--- config.mk ---
export PLATFORM = sky130hd
export DESIGN_NAME = if_id_queue
export DESIGN_NICKNAME = d
export VERILOG_FILES = /design/src/rtl/if_id_queue_pkg.sv /design/src/rtl/if_id_queue.sv
export SDC_FILE = /design/constraint.sdc
export NUM_CORES = 1
export LEC_CHECK = 0
export CAP_MARGIN = 15
export CORE_MARGIN = 2
export CORE_UTILIZATION = 40
export CTS_BUF_LIST = sky130_fd_sc_hd__clkbuf_4 sky130_fd_sc_hd__clkbuf_8 sky130_fd_sc_hd__clkbuf_16
export CTS_CLUSTER_DIAMETER = 150
export DETAILED_ROUTE_END_ITERATION = 10
export GPL_ROUTABILITY_DRIVEN = 0
export PLACE_DENSITY_LB_ADDON = 0.2
export SLEW_MARGIN = 20
export SYNTH_ARGS = -nofsm -noshare
export SYNTH_HDL_FRONTEND = slang
export SYNTH_SLANG_ARGS = --single-unit
export TNS_END_PERCENT = 20
--- constraint.sdc ---
create_clock -name clk -period 8.4 [get_ports clk]
set_input_delay 1.68 -clock clk [delete_from_list [all_inputs] [get_ports clk]]
set_output_delay 1.68 -clock clk [all_outputs]
set_load 0.01 [all_outputs]
--- src/rtl/if_id_queue_pkg.sv ---
// Shared types and constants for the fetch-to-decode instruction queue.
// Holds the instruction/address bus widths, the canonical NOP and the storage entry layout.
package if_id_queue_pkg;

  localparam int INST_W = 32;
  localparam int ADDR_W = 32;

  localparam logic [INST_W-1:0] INST_NOP  = 32'h0000_0013;
  localparam logic [ADDR_W-1:0] ZERO_WORD = 32'h0000_0000;

  typedef struct packed {
    logic [INST_W-1:0] inst;
    logic [ADDR_W-1:0] addr;
  } entry_t;

endpackage

--- src/rtl/if_id_queue.sv ---
// First-word-fall-through queue between fetch and decode.
// Flush empties it in one edge; when empty it presents a NOP to decode.
module if_id_queue
  import if_id_queue_pkg::*;
#(
  parameter int DEPTH = 2
) (
  input  logic              clk,
  input  logic              rst,
  input  logic              I_flush,
  input  logic              I_if_valid,
  input  logic [INST_W-1:0] I_if_inst,
  input  logic [ADDR_W-1:0] I_if_addr,
  output logic              O_if_ready,
  output logic              O_stallreq,
  output logic              O_id_valid,
  output logic [INST_W-1:0] O_id_inst,
  output logic [ADDR_W-1:0] O_id_addr,
  input  logic              I_id_ready
);

  localparam int PW = $clog2(DEPTH);
  localparam int CW = PW + 1;
  localparam logic [CW-1:0] FULL_COUNT = CW'(DEPTH);

  entry_t          mem [DEPTH];
  logic [PW-1:0]   wr_ptr;
  logic [PW-1:0]   rd_ptr;
  logic [CW-1:0]   count;
  logic            push;
  logic            pop;

  // Ready and valid come only from registered count, so fetch and decode never see a loop.
  assign O_if_ready = (count != FULL_COUNT);
  assign O_stallreq = ~O_if_ready;
  assign O_id_valid = (count != '0);
  assign O_id_inst  = O_id_valid ? mem[rd_ptr].inst : INST_NOP;
  assign O_id_addr  = O_id_valid ? mem[rd_ptr].addr : ZERO_WORD;

  assign push = I_if_valid & O_if_ready & ~I_flush;
  assign pop  = O_id_valid & I_id_ready & ~I_flush;

  always_ff @(posedge clk) begin
    if (push) begin
      mem[wr_ptr] <= '{inst: I_if_inst, addr: I_if_addr};
    end
  end

  // Pointers wrap naturally since DEPTH is a power of two.
  always_ff @(posedge clk or posedge rst) begin
    if (rst) begin
      wr_ptr <= '0;
      rd_ptr <= '0;
      count  <= '0;
    end else if (I_flush) begin
      wr_ptr <= '0;
      rd_ptr <= '0;
      count  <= '0;
    end else begin
      if (push) wr_ptr <= wr_ptr + PW'(1);
      if (pop)  rd_ptr <= rd_ptr + PW'(1);
      case ({push, pop})
        2'b10:   count <= count + CW'(1);
        2'b01:   count <= count - CW'(1);
        default: count <= count;
      endcase
    end
  end

endmodule

==> run metrics, run 1 <==
outcome finished, final reports clean; worst-margin pin slew 702 ps; Seq cells post-synth 132; Layout Skew 6.96 ps; post-synthesis sequential area ratio 78.2%; antenna violations before repair 0; total grt overflow 0; Detail Route Antenna Nets 0; Non-Filler Instances ~630; Synth cell types 20; Die H 116 microns; hold_sp wr_ptr; Gate Count Post-Synth ~300; nets approximately 510; largest net degree at the start of global routing 66; critical path class flip-flop to output port; routed length per instance 15.6 microns; hold buffer count at CTS 0; layout cells sized above 1 a little under a tenth; Syn Nets 366; row count 41; Antenna diodes 0; Clock Root Buffer clkbuf_16; Leak about 2.4 nW; max-slew violation count 0; postcts setup bufs 0; Max clock buf depth 2; worst vdd ir around 0.13 mV; reg2reg start count[0]; Synth top cells by count edfxtp_1 (128), mux2i_1 (65), nor2_1 (63); CTS tree yes; final core occ about 58%; core area 12500 sq um; cts bufs inserted 17; initial core utilization 40.4%; commonest register cell after synthesis edfxtp_1; Max-Cap Viols 0; Tot GR Track Use between 15 and 20%; RSZ-0062 raised after global routing no; CP Launch Type flip-flop; worst setup path startpoint count[0]; Tcrit/Tclk final approximately half; vias in the first global route between 2000 and 3000; Mapped Area 5040 sq um; H-tree levels 4; Placed Cells 596; Layout area overhead 42.9%; HPWL Detailed 6150 microns; clock latency on the worst-skew pair 400 ps; clk sinks around 130; Avg Cell Area, Syn 17.0 sq um; delay-heaviest family, CP buffers and inverters; CP required 6720 ps; critical path arrival about 2600 ps; ys async rst share 3.03%; Tmin final around 4300 ps; most frequent cell after synthesis edfxtp_1; class of the worst hold path flip-flop to flip-flop; first-pass GRT wire length 15200 microns; count of final setup violators 0; Highest Clock Rate 235 MHz; drt first-iter violations 101; Final Hold Vio Count 0; CP Buf/Inv Count 2; Fill cells 1037; Design Power 1.67 mW; Via density about 4.7; Synth warnings 0; setup TNS 0 ps; area leader, netlist edfxtp_1; DRT Pass-1 Iters 4; slowest cell on the critical path nor2_4; DR DRC count 0; die area between 10000 and 15000 sq um; pwr/cell area around 230 nW/um^2; Max-slew headroom 53.1%; Post-synth EDFFs 128; Critical Path Fanout Max 35; clk slew on worst S/H paths 60 ps; endpoint class of the critical path output port; total wire length 9830 microns; CP max stage delay 590 ps; PortBufs 135; via count 2931; crit-path cells nor2_4, buf_4, nor2_1, clkdlybuf4s50_1; die boundary width between 100 and 150 microns; most area-consuming cells after synthesis edfxtp_1 (76%), mux2i_1 (13%), nor2_1 (4.7%), dfrtp_1 (2.0%), buf_2 (0.79%); post-cts sizing count 0; post-synth top area share 76.2%; I/O pin count 136
-- worst min-delay path, stage by stage, from the launching register on --
cell	delay [ps]
dfrtp_1	420
o21ai_0	90
a21oi_1	60
-- kinds of logic (layout without fill, tap and decap cells) --
family / count (synthesis) / count (layout) / synth area share [%]
AO/OA/AOI/OAI: 8 / 8 / 0.894
XOR/XNOR: 1 / 1 / 0.174
buffers and inverters: 17 / 177 / 1.84
flip-flops: 132 / 132 / 78.2
multiplexers: 65 / 65 / 12.9
AND/OR/NAND/NOR: 74 / 74 / 5.96
-- cell usage in the layout, fill, tap and decap left out, types with 4 or more instances in the layout --
cell               n
clkdlybuf4s50_1  135
nor2_1            62
mux2i_1           65
edfxtp_1         128
clkbuf_16         17
a21oi_1            4
buf_4              5
clkinvlp_4         6
nand2_1            4
-- flip-flops by register name, indices dropped and copies added, names as in the netlist --
signal  flops
rd_ptr      1
count       2
mem       128
wr_ptr      1
-- report_power, final --
group	internal, mW	switching, mW
clock	0.467	0.264
sequential	0.750	0.0140
combinational	0.101	0.0787
-- layout make-up --
class	instances	area [sq um]	share of cell area, %
Inverter	4	15.0	0.208
Tap cell	172	215	2.99
Clock buffer	18	433	6.01
Multi-Input combinational cell	148	1020	14.2
Clock inverter	14	163	2.26
Timing Repair Buffer	141	1410	19.6
Sequential cell	132	3950	54.8
-- metrics by stage --
| step | hold slack (ps) | setup WS, ps | area [sq um] |
|---|---|---|---|
| 5_1_grt | 646 | 3920 | 7200 |
| 4_1_cts | 611 | 4040 | 7180 |
| 3_5_place_dp | 603 | 4490 | 6590 |
| 6_report | 611 | 4140 | 7200 |
| 3_3_place_gp | 581 | 4490 | 6590 |
| 2_1_floorplan | 530 | 1410 | 5040 |
-- layer usage --
layer / share of wire, % / track usage (%) / wire [microns] / vias up
met5: 0 / 0 / 0 / -
met3: 7.2 / 6.28 / 704 / 7
met4: 0.79 / 6.19 / 78 / 0
met1: 44 / 19.2 / 4350 / 1426
met2: 48 / 23.7 / 4700 / 96
li1: - / - / - / 1402
-- worst paths after layout --
check	end	slack (ps)	cells after the start
hold / removal	wr_ptr	610	2
max in group asynchronous	rd_ptr	6760	2
min in group asynchronous	wr_ptr	1460	2
hold reg to reg	wr_ptr	610	2
setup reg to reg	mem[1][54]	6540	4
setup / recovery	O_id_addr[22]	4140	4
Note: power is estimated with default switching activity, not from simulation.
==> inputs of run 2 (changes only) <==
clock period = 3.9 ns   (was 8.4 ns; I/O delays follow)
==> run metrics, run 2 (synthesis results as in run 1) <==
Tcrit/Tclk final between 80 and 90%; total grt overflow 0 (unchanged); Critical Path Fanout Max 34 (was 35); Tmin final approximately 3200 ps; worst vdd ir 0.261 mV (was 0.128 mV); max FFs per register 128 (unchanged); DR DRC count 0 (unchanged); die area 13500 sq um (unchanged); post-cts sizing count 0 (unchanged); I/O pin count 136 (unchanged); Die H 116 microns (unchanged); count of final setup violators 0 (unchanged); nets 512 (was 513); Clock Root Buffer clkbuf_16 (unchanged); top sig layer met4 (unchanged); Largest regs mem: 128 flops, count: 2 flops (unchanged); clock latency on the worst-skew pair 410 ps (was 400 ps); largest net degree at the start of global routing 65 (was 66); Final Hold Vio Count 0 (unchanged); row count 41 (unchanged); outcome finished, final reports clean (unchanged); Max clock buf depth 2 (unchanged); wl on met1 4290 microns (was 4350 microns); clk slew on worst S/H paths 50 ps (was 60 ps); pwr/cell area 491 nW/um^2 (was 232 nW/um^2); HPWL Detailed 6120 microns (was 6150 microns); antenna violations before repair 0 (unchanged); Layout Skew 4.24 ps (was 6.96 ps); worst r2r dst mem[1][61] (was mem[1][54]); worst-margin pin slew 617 ps (was 702 ps); Via density 4.64 (was 4.66); R2R setup slack 2150 ps (was 6540 ps); routed length per instance 15.5 microns (was 15.6 microns); PortBufs 135 (unchanged); clk sinks 132 (unchanged); CP Launch Type flip-flop (unchanged); endpoint class of the critical path output port (unchanged); DRT Pass-1 Iters 4 (unchanged); Leak 2.39 nW (about the same); critical path class flip-flop to output port (unchanged); R2R depth 4 (unchanged); initial core utilization 40.4% (unchanged); Antenna diodes 0 (unchanged); reg2reg start count[0] (unchanged); Max-Cap Viols 0 (unchanged); cts bufs inserted 17 (unchanged); Detail Route Antenna Nets 0 (unchanged); met3 WL post-DR 667 microns (was 704 microns); first-pass GRT wire length 14800 microns (was 15200 microns); via count 2917 (was 2931); CP required 3120 ps (was 6720 ps); commonest non-fill, non-tap cells in the layout clkdlybuf4s50_1 (135), edfxtp_1 (128), mux2i_1 (65) (unchanged); commonest non-fill, non-tap cell in the layout clkdlybuf4s50_1 (unchanged); hold buffer count at CTS 0 (unchanged); metal2 WL 4700 microns (about the same); postcts setup bufs 0 (unchanged); vias in the first global route 3035 (was 2969); die boundary width 116 microns (unchanged); largest register by flop count mem (unchanged); Layout area overhead 42.9% (about the same); critical path arrival 2420 ps (was 2580 ps); max-slew violation count 0 (unchanged); drt first-iter violations 95 (was 101); Tot GR Track Use 14.9% (was 15.3%); Highest Clock Rate 313 MHz; CTS tree yes (unchanged); core area 12500 sq um (unchanged); H-tree levels 4 (unchanged); Design Power 3.54 mW (was 1.67 mW); layout cells sized above 1 8.77% (was 9.41%); RSZ-0062 raised after global routing no (unchanged); class of the worst hold path input port to asynchronous set/reset pin (was flip-flop to flip-flop); total wire length 9760 microns (was 9830 microns); Hold Slack 573 ps (was 611 ps); Max-slew headroom 58.8% (was 53.1%)
==> run 2: worst max-delay path by stage <==
stage / slack, ps / depth (start not counted) / start / to
after floorplan: -1860 / 2 / I_if_valid / mem[0][0]
final: 700 / 4 / rd_ptr / O_id_addr[22]
after CTS: 650 / 4 / rd_ptr / O_id_addr[22]
after global routing: 580 / 4 / rd_ptr / O_id_addr[14]
after global placement: 1080 / 4 / rd_ptr / O_id_addr[22]
after detailed placement: 1090 / 4 / rd_ptr / O_id_addr[22]
==> run 2: per-layer routing <==
metal,GRT usage (%),vias to the layer above
met3,5.71,12
met1,18.6,1403
met2,24.0,98
met4,5.00,0
met5,0,-
li1,-,1404
==> run 2: power by group <==
group / switching [mW] / leakage, nW / total, mW / internal [mW]
Combinational: 0.172 / 0.894 / 0.392 / 0.220
Sequential: 0.0304 / 1.23 / 1.65 / 1.62
Clock: 0.558 / 0.268 / 1.50 / 0.940
Total: 0.761 / 2.39 / 3.54 / 2.78
==> run 2: through the flow <==
| step | TNS, ps | instance area [sq um] | cells | worst slack [ps] | util [%] |
|---|---|---|---|---|---|
| 5_1_grt | 0 | 7200 | 628 | 581 | 57.8 |
| 4_1_cts | 0 | 7200 | 628 | 654 | 57.8 |
| 3_3_place_gp | 0 | 6630 | 596 | 1080 | 53.2 |
| 2_1_floorplan | -119070 | 5050 | 297 | -1860 | - |
| 3_5_place_dp | 0 | 6630 | 596 | 1090 | 53.2 |
| 6_report | 0 | 7200 | 628 | 701 | 57.8 |
==> run 2: area by class of cell <==
cell class / count / area, sq um
fillers: 992 / 5260
flip-flops and latches: 132 / 3950
repair buffers: 140 / 1430
multi-input cells: 148 / 1030
clock buffers: 18 / 433
well taps: 172 / 215
clock inverters: 14 / 138
inverters: 4 / 15.0
==> run 2: critical path, cell delays in order, from the launching register on <==
cell,delay [ps]
dfrtp_4,810
buf_12,310
mux2i_1,110
nor2_1,140
clkdlybuf4s50_1,570
